--- src/rtl/clock_pkg.sv ---
// Shared FSM state encoding and BCD digit limits for the time-of-day register.
package clock_pkg;

  typedef enum logic [1:0] {
    RUN   = 2'd0,
    SET_H = 2'd1,
    SET_M = 2'd2
  } state_t;

  // Seconds and minutes share limits: tens 0..5, ones 0..9
  localparam logic [2:0] MS_TENS_MAX  = 3'd5;
  localparam logic [3:0] ONES_MAX     = 4'd9;

  localparam logic [1:0] H24_TENS_MAX = 2'd2;
  localparam logic [3:0] H24_ONES_MAX = 4'd3;

  localparam logic [1:0] H12_TENS_MIN = 2'd0;
  localparam logic [3:0] H12_ONES_MIN = 4'd1;
  localparam logic [1:0] H12_TENS_MAX = 2'd1;
  localparam logic [3:0] H12_ONES_MAX = 4'd2;

endpackage

--- src/rtl/sync_edge.sv ---
// Two-flop synchroniser for a slow asynchronous level; with EDGE set the output
// is a one-cycle strobe on each synchronised rising edge instead of the level.
module sync_edge #(
  parameter bit EDGE = 1'b0
) (
  input  logic clk,
  input  logic rst_n,
  input  logic d,
  output logic q
);

  logic [1:0] sync;

  always_ff @(posedge clk or negedge rst_n) begin
    if (!rst_n) sync <= 2'b00;
    else        sync <= {sync[0], d};
  end

  generate
    if (EDGE) begin : g_edge
      logic       prev;
      logic [2:0] vld_pipe;

      // Strobes are held off until the whole pipe holds post-reset samples,
      // so a level already high at reset release is not mistaken for an edge.
      always_ff @(posedge clk or negedge rst_n) begin
        if (!rst_n) begin
          prev     <= 1'b0;
          vld_pipe <= 3'b000;
        end else begin
          prev     <= sync[1];
          vld_pipe <= {vld_pipe[1:0], 1'b1};
        end
      end

      assign q = sync[1] & ~prev & vld_pipe[2];
    end else begin : g_level
      assign q = sync[1];
    end
  endgenerate

endmodule

--- src/rtl/clock_register.sv ---
// Time-of-day register: BCD hh:mm:ss with run / set-hours / set-minutes modes,
// 24-hour or 12-hour (with PM flag) counting chosen at elaboration.
module clock_register
  import clock_pkg::*;
#(
  parameter bit MODE_12H = 1'b0
) (
  input  logic       clk,
  input  logic       rst_n,
  input  logic       i_1hz,
  input  logic       i_set,
  input  logic       i_set_hours,
  input  logic       i_set_minutes,
  output logic [1:0] o_hours_tens,
  output logic [3:0] o_hours_ones,
  output logic [2:0] o_minutes_tens,
  output logic [3:0] o_minutes_ones,
  output logic [2:0] o_seconds_tens,
  output logic [3:0] o_seconds_ones,
  output logic       o_pm,
  output logic       o_setting
);

  localparam logic [1:0] H_RST_TENS = MODE_12H ? 2'd1 : 2'd0;
  localparam logic [3:0] H_RST_ONES = MODE_12H ? 4'd2 : 4'd0;

  logic tick_sec, tick_set, set_h, set_m;

  sync_edge #(.EDGE(1'b1)) u_sync_1hz (.clk(clk), .rst_n(rst_n), .d(i_1hz),         .q(tick_sec));
  sync_edge #(.EDGE(1'b1)) u_sync_set (.clk(clk), .rst_n(rst_n), .d(i_set),         .q(tick_set));
  sync_edge #(.EDGE(1'b0)) u_sync_h   (.clk(clk), .rst_n(rst_n), .d(i_set_hours),   .q(set_h));
  sync_edge #(.EDGE(1'b0)) u_sync_m   (.clk(clk), .rst_n(rst_n), .d(i_set_minutes), .q(set_m));

  state_t state, state_nx;

  always_comb begin
    state_nx = state;
    unique case (state)
      RUN:     if (set_h)               state_nx = SET_H;
               else if (set_m)          state_nx = SET_M;
      SET_H:   if (!set_h && !set_m)    state_nx = RUN;
               else if (!set_h)         state_nx = SET_M;
      SET_M:   if (!set_h && !set_m)    state_nx = RUN;
               else if (set_h)          state_nx = SET_H;
      default:                          state_nx = RUN;
    endcase
  end

  // Per-field increment candidates
  logic       s_ones_wrap, s_wrap, m_ones_wrap, m_wrap, pm_flip;
  logic [2:0] st_inc, mt_inc;
  logic [3:0] so_inc, mo_inc, ho_inc;
  logic [1:0] ht_inc;

  assign s_ones_wrap = (o_seconds_ones == ONES_MAX);
  assign s_wrap      = s_ones_wrap && (o_seconds_tens == MS_TENS_MAX);
  assign so_inc      = s_ones_wrap ? 4'd0 : o_seconds_ones + 4'd1;
  assign st_inc      = s_ones_wrap ? (s_wrap ? 3'd0 : o_seconds_tens + 3'd1) : o_seconds_tens;

  assign m_ones_wrap = (o_minutes_ones == ONES_MAX);
  assign m_wrap      = m_ones_wrap && (o_minutes_tens == MS_TENS_MAX);
  assign mo_inc      = m_ones_wrap ? 4'd0 : o_minutes_ones + 4'd1;
  assign mt_inc      = m_ones_wrap ? (m_wrap ? 3'd0 : o_minutes_tens + 3'd1) : o_minutes_tens;

  always_comb begin
    ht_inc  = o_hours_tens;
    ho_inc  = o_hours_ones + 4'd1;
    pm_flip = 1'b0;
    if (MODE_12H) begin
      if (o_hours_tens == H12_TENS_MAX && o_hours_ones == H12_ONES_MAX) begin
        ht_inc = H12_TENS_MIN;
        ho_inc = H12_ONES_MIN;
      end else begin
        // 11 -> 12 is where AM/PM changes in 12-hour counting
        pm_flip = (o_hours_tens == H12_TENS_MAX) && (o_hours_ones == H12_ONES_MAX - 4'd1);
        if (o_hours_ones == ONES_MAX) begin
          ht_inc = o_hours_tens + 2'd1;
          ho_inc = 4'd0;
        end
      end
    end else begin
      if (o_hours_tens == H24_TENS_MAX && o_hours_ones == H24_ONES_MAX) begin
        ht_inc = 2'd0;
        ho_inc = 4'd0;
      end else if (o_hours_ones == ONES_MAX) begin
        ht_inc = o_hours_tens + 2'd1;
        ho_inc = 4'd0;
      end
    end
  end

  logic [1:0] ht_nx;
  logic [3:0] ho_nx, mo_nx, so_nx;
  logic [2:0] mt_nx, st_nx;
  logic       pm_nx;

  always_comb begin
    ht_nx = o_hours_tens;
    ho_nx = o_hours_ones;
    mt_nx = o_minutes_tens;
    mo_nx = o_minutes_ones;
    st_nx = o_seconds_tens;
    so_nx = o_seconds_ones;
    pm_nx = o_pm;
    unique case (state)
      RUN: if (tick_sec) begin
        st_nx = st_inc;
        so_nx = so_inc;
        if (s_wrap) begin
          mt_nx = mt_inc;
          mo_nx = mo_inc;
          if (m_wrap) begin
            ht_nx = ht_inc;
            ho_nx = ho_inc;
            pm_nx = o_pm ^ pm_flip;
          end
        end
      end
      SET_H: begin
        st_nx = 3'd0;
        so_nx = 4'd0;
        if (tick_set) begin
          ht_nx = ht_inc;
          ho_nx = ho_inc;
          pm_nx = o_pm ^ pm_flip;
        end
      end
      SET_M: begin
        st_nx = 3'd0;
        so_nx = 4'd0;
        if (tick_set) begin
          mt_nx = mt_inc;
          mo_nx = mo_inc;
        end
      end
      default: ;
    endcase
  end

  always_ff @(posedge clk or negedge rst_n) begin
    if (!rst_n) begin
      state          <= RUN;
      o_setting      <= 1'b0;
      o_hours_tens   <= H_RST_TENS;
      o_hours_ones   <= H_RST_ONES;
      o_minutes_tens <= 3'd0;
      o_minutes_ones <= 4'd0;
      o_seconds_tens <= 3'd0;
      o_seconds_ones <= 4'd0;
      o_pm           <= 1'b0;
    end else begin
      state          <= state_nx;
      o_setting      <= (state != RUN);
      o_hours_tens   <= ht_nx;
      o_hours_ones   <= ho_nx;
      o_minutes_tens <= mt_nx;
      o_minutes_ones <= mo_nx;
      o_seconds_tens <= st_nx;
      o_seconds_ones <= so_nx;
      o_pm           <= pm_nx;
    end
  end

endmodule

--- config.mk ---
export PLATFORM = sky130hd
export DESIGN_NAME = clock_register
export DESIGN_NICKNAME = d
export VERILOG_FILES = /design/src/rtl/clock_pkg.sv /design/src/rtl/sync_edge.sv /design/src/rtl/clock_register.sv
export SDC_FILE = /design/constraint.sdc
export NUM_CORES = 1
export LEC_CHECK = 0
export CAP_MARGIN = 0
export CORE_MARGIN = 8
export CORE_UTILIZATION = 50
export DETAILED_ROUTE_END_ITERATION = 16
export PLACE_DENSITY = 0.75
export SYNTH_ARGS = -nofsm -noshare
export SYNTH_HDL_FRONTEND = slang
export SYNTH_SLANG_ARGS = --single-unit
--- constraint.sdc ---
create_clock -name clk -period 3.2 [get_ports clk]
set_input_delay 0.96 -clock clk [delete_from_list [all_inputs] [get_ports clk]]
set_output_delay 0.96 -clock clk [all_outputs]
set_load 0.01 [all_outputs]
==> out/metrics.cfg <==
[outcome]
outcome=complete, no violations

[critical_path]
reg2reg_depth=6
cpMaxStageDelayCell=clkdlybuf4s50_1
worst_ep_arrival_time_ns=1.44
crit_required_ns=2.24
critPathCaptureType=output port
r2r_end=o_minutes_tens[1]
slowest_delay_ns=0.59
start_kind=register
timing.rr.start=state[1]
critPathBufInv=1
crit_chain=clkdlybuf4s50_1
crit_type=register to output port
crit_family=buffers and inverters
reg2reg_slack_ns=1.03
critPathMaxFanout=8
cp-startpoint=o_minutes_ones[0]

[global_routing]
grt_start_max_net_pins=37
grt_pass1_vias=1349
grtUsageTotal_pct=13.3
grtUsageMet3_pct=4.47
gr-usage-met2_pct=22.4
grt_first_pass_wirelength_mm=5.80
grt_overflow=0
antenna_found_initial=0
grt_use_met1_pct=14.3
busiest_layer=met2

[clock_network]
cts_root_buffer=clkbuf_4
cts_tree=built
clk_path_buf_depth=2
cts_resized=0
insertion_delay_ns=0.34
cts-hold-fix-buffers=0
clock-sinks=36
htreeDepth=2
clk_pin_slew_ns=0.11
cts_buffers=5
postCtsSetupRepairBufs=0

[hold_path]
worstHoldStart=u_sync_set.sync[0]
min_path_cells=0
hold_path.class=register to register
holdPathEnd=u_sync_set.sync[1]

[sta]
fmax_mhz=416
fin_skew_ns=0.00522
final.setup.tns_ns=0
setup_viol=0
finalMaxSlewViolations=0
slew_headroom_pct=66.3
worst_pin_slew_ns=0.506
rsz0062_at_grt=false
fin_crit_sh_pct=75.1
period_minus_slack_ns=2.40
hold_viol_final=0

[routing]
drc=0
avgViaCountPerCell=5.62
drt_iter0_drc=47
num_vias=1299
first_pass_iters=4
wire_per_inst_um=14.5
wl_mm=3.36
antenna_left=0

[logic_synthesis]
ys_ff_latch=36
yosys_warnings=0
synth_nets=171
synth.avg_cell_area_um2=11.7
synth_cells=153
ys_types=43
synth_seq_area_share_pct=50.3
netlist_area_um2=1790

[placement]
place_area_um2=2100
dpl.cell_count=223
port_buffers=26
place_congestion=0.790
dp_hpwl_mm=2.52

[floorplan]
die_w_um=75.9
start_util_pct=52.9
core_area_um2=3390
num_rows=21
die_h_um=75.9
io_pins=28
die-area_um2=5750

[layout]
antennaDiodeCount=0
final_cell_area_um2=2180
nets=202
final_cell_count_no_fill=231
layout_commonest_cell=dfrtp_1
final_cell_mix=36 x dfrtp_1, 26 x clkdlybuf4s50_1, 12 x ha_1, 11 x nand2_1
fill_cells=261
syn2layout_area_growth_pct=21.6
drive_gt1_share_pct=11.4

[power]
power_density_nw_per_um2=918
p_leak_uw=0.000992
report.power.total_uw=2000
peakVddDrop_mv=0.379

[flow_run]
cap_violations=0

## cell usage after synthesis
cell type | count | share of area, %
a21o_1 | 2 | 0.84
a21oi_1 | 3 | 0.84
a22o_1 | 1 | 0.49
a22oi_1 | 1 | 0.42
a311oi_1 | 1 | 0.49
a41o_1 | 2 | 1.1
and3_1 | 3 | 1.0
and3b_1 | 2 | 0.98
buf_4 | 2 | 0.84
clkbuf_1 | 1 | 0.21
conb_1 | 2 | 0.42
dfrtp_1 | 36 | 50
ha_1 | 12 | 8.4
inv_1 | 10 | 2.1
mux2_2 | 8 | 5.0
mux2i_1 | 2 | 1.1
nand2_1 | 11 | 2.3
nand2b_1 | 5 | 1.7
nand3_1 | 3 | 0.84
nand3_2 | 1 | 0.56
nand3b_1 | 2 | 0.84
nand3b_4 | 1 | 1.1
nand4_1 | 1 | 0.35
nand4b_1 | 2 | 0.98
nand4bb_1 | 2 | 1.3
nor2_1 | 10 | 2.1
nor2b_1 | 1 | 0.35
nor3b_1 | 1 | 0.42
nor4_1 | 1 | 0.35
nor4b_1 | 1 | 0.49
o2111a_1 | 1 | 0.63
o2111ai_1 | 2 | 0.98
o211ai_1 | 1 | 0.42
o21a_1 | 1 | 0.42
o21ai_0 | 5 | 1.4
o21ai_1 | 1 | 0.28
o2bb2ai_1 | 3 | 1.5
o31ai_1 | 2 | 0.84
o31ai_4 | 1 | 1.2
o41a_1 | 1 | 0.63
o41ai_1 | 2 | 0.98
o41ai_4 | 1 | 1.5
xnor2_1 | 2 | 0.98
## area by class of cell
type | count | area [um^2] | area share [%]
Tap cell | 46 | 57.6 | 2.64
Sequential cell | 36 | 901 | 41.4
Inverter | 10 | 37.5 | 1.72
Multi-Input combinational cell | 104 | 835 | 38.3
Clock inverter | 3 | 42.5 | 1.95
Clock buffer | 5 | 37.5 | 1.72
Timing Repair Buffer | 27 | 268 | 12.3
## sequential cells by signal, indices dropped and copies added, names as in the netlist
name	count
o_minutes_tens	3
u_sync_1hz.sync	2
u_sync_1hz.g_edge.vld_pipe	3
state	2
o_hours_ones	4
o_hours_tens	2
u_sync_m.sync	2
o_seconds_ones	4
o_seconds_tens	3
u_sync_1hz.g_edge.prev	1
o_setting	1
u_sync_set.g_edge.prev	1
o_minutes_ones	4
u_sync_set.sync	2
u_sync_h.sync	2
## metrics by stage
step / setup slack (ns) / hold slack (ns) / utilization, %
after detailed placement: 1.06 / 0.336 / 61.9
after global placement: 1.22 / 0.332 / 61.9
final: 0.796 / 0.359 / 64.3
after CTS: 0.790 / 0.362 / 64.3
after global routing: 0.747 / 0.367 / 64.3
after floorplan: 1.41 / 0.331 / -
## logic make-up (layout without fill, tap and decap cells)
logic type / count (synthesis) / in the layout / synth area share, %
AND/OR/NAND/NOR: 47 / 47 / 15.7
flip-flops: 36 / 36 / 50.3
AO/OA/AOI/OAI: 31 / 31 / 14.9
buffers and inverters: 13 / 45 / 3.14
adder cells (fa/ha/maj): 12 / 12 / 8.38
multiplexers: 10 / 10 / 6.15
other: 2 / 2 / 0.419
XOR/XNOR: 2 / 2 / 0.978
## worst max-delay path by stage
| stage | end | slack (ns) | cells past startpoint |
|---|---|---|---|
| floorplan | o_hours_ones[0] | 1.41 | 6 |
| global placement | o_minutes_ones[0] | 1.22 | 1 |
| detailed placement | o_minutes_tens[1] | 1.06 | 6 |
| CTS | o_minutes_ones[0] | 0.79 | 1 |
| global route | o_minutes_ones[0] | 0.75 | 1 |
| finish | o_minutes_ones[0] | 0.80 | 1 |
## power by group
group | leakage (uW) | switching, uW | internal [uW]
combinational | 0.000506 | 458 | 482
sequential | 0.000445 | 159 | 582
clock | 0.0000412 | 157 | 163
## per-layer routing
layer | wire length (um) | part of all wire (%)
met4 | 76 | 2.3
met5 | 0 | 0
met3 | 211 | 6.3
met2 | 1680 | 50
met1 | 1390 | 41
Power figures use the tool's default switching activity.
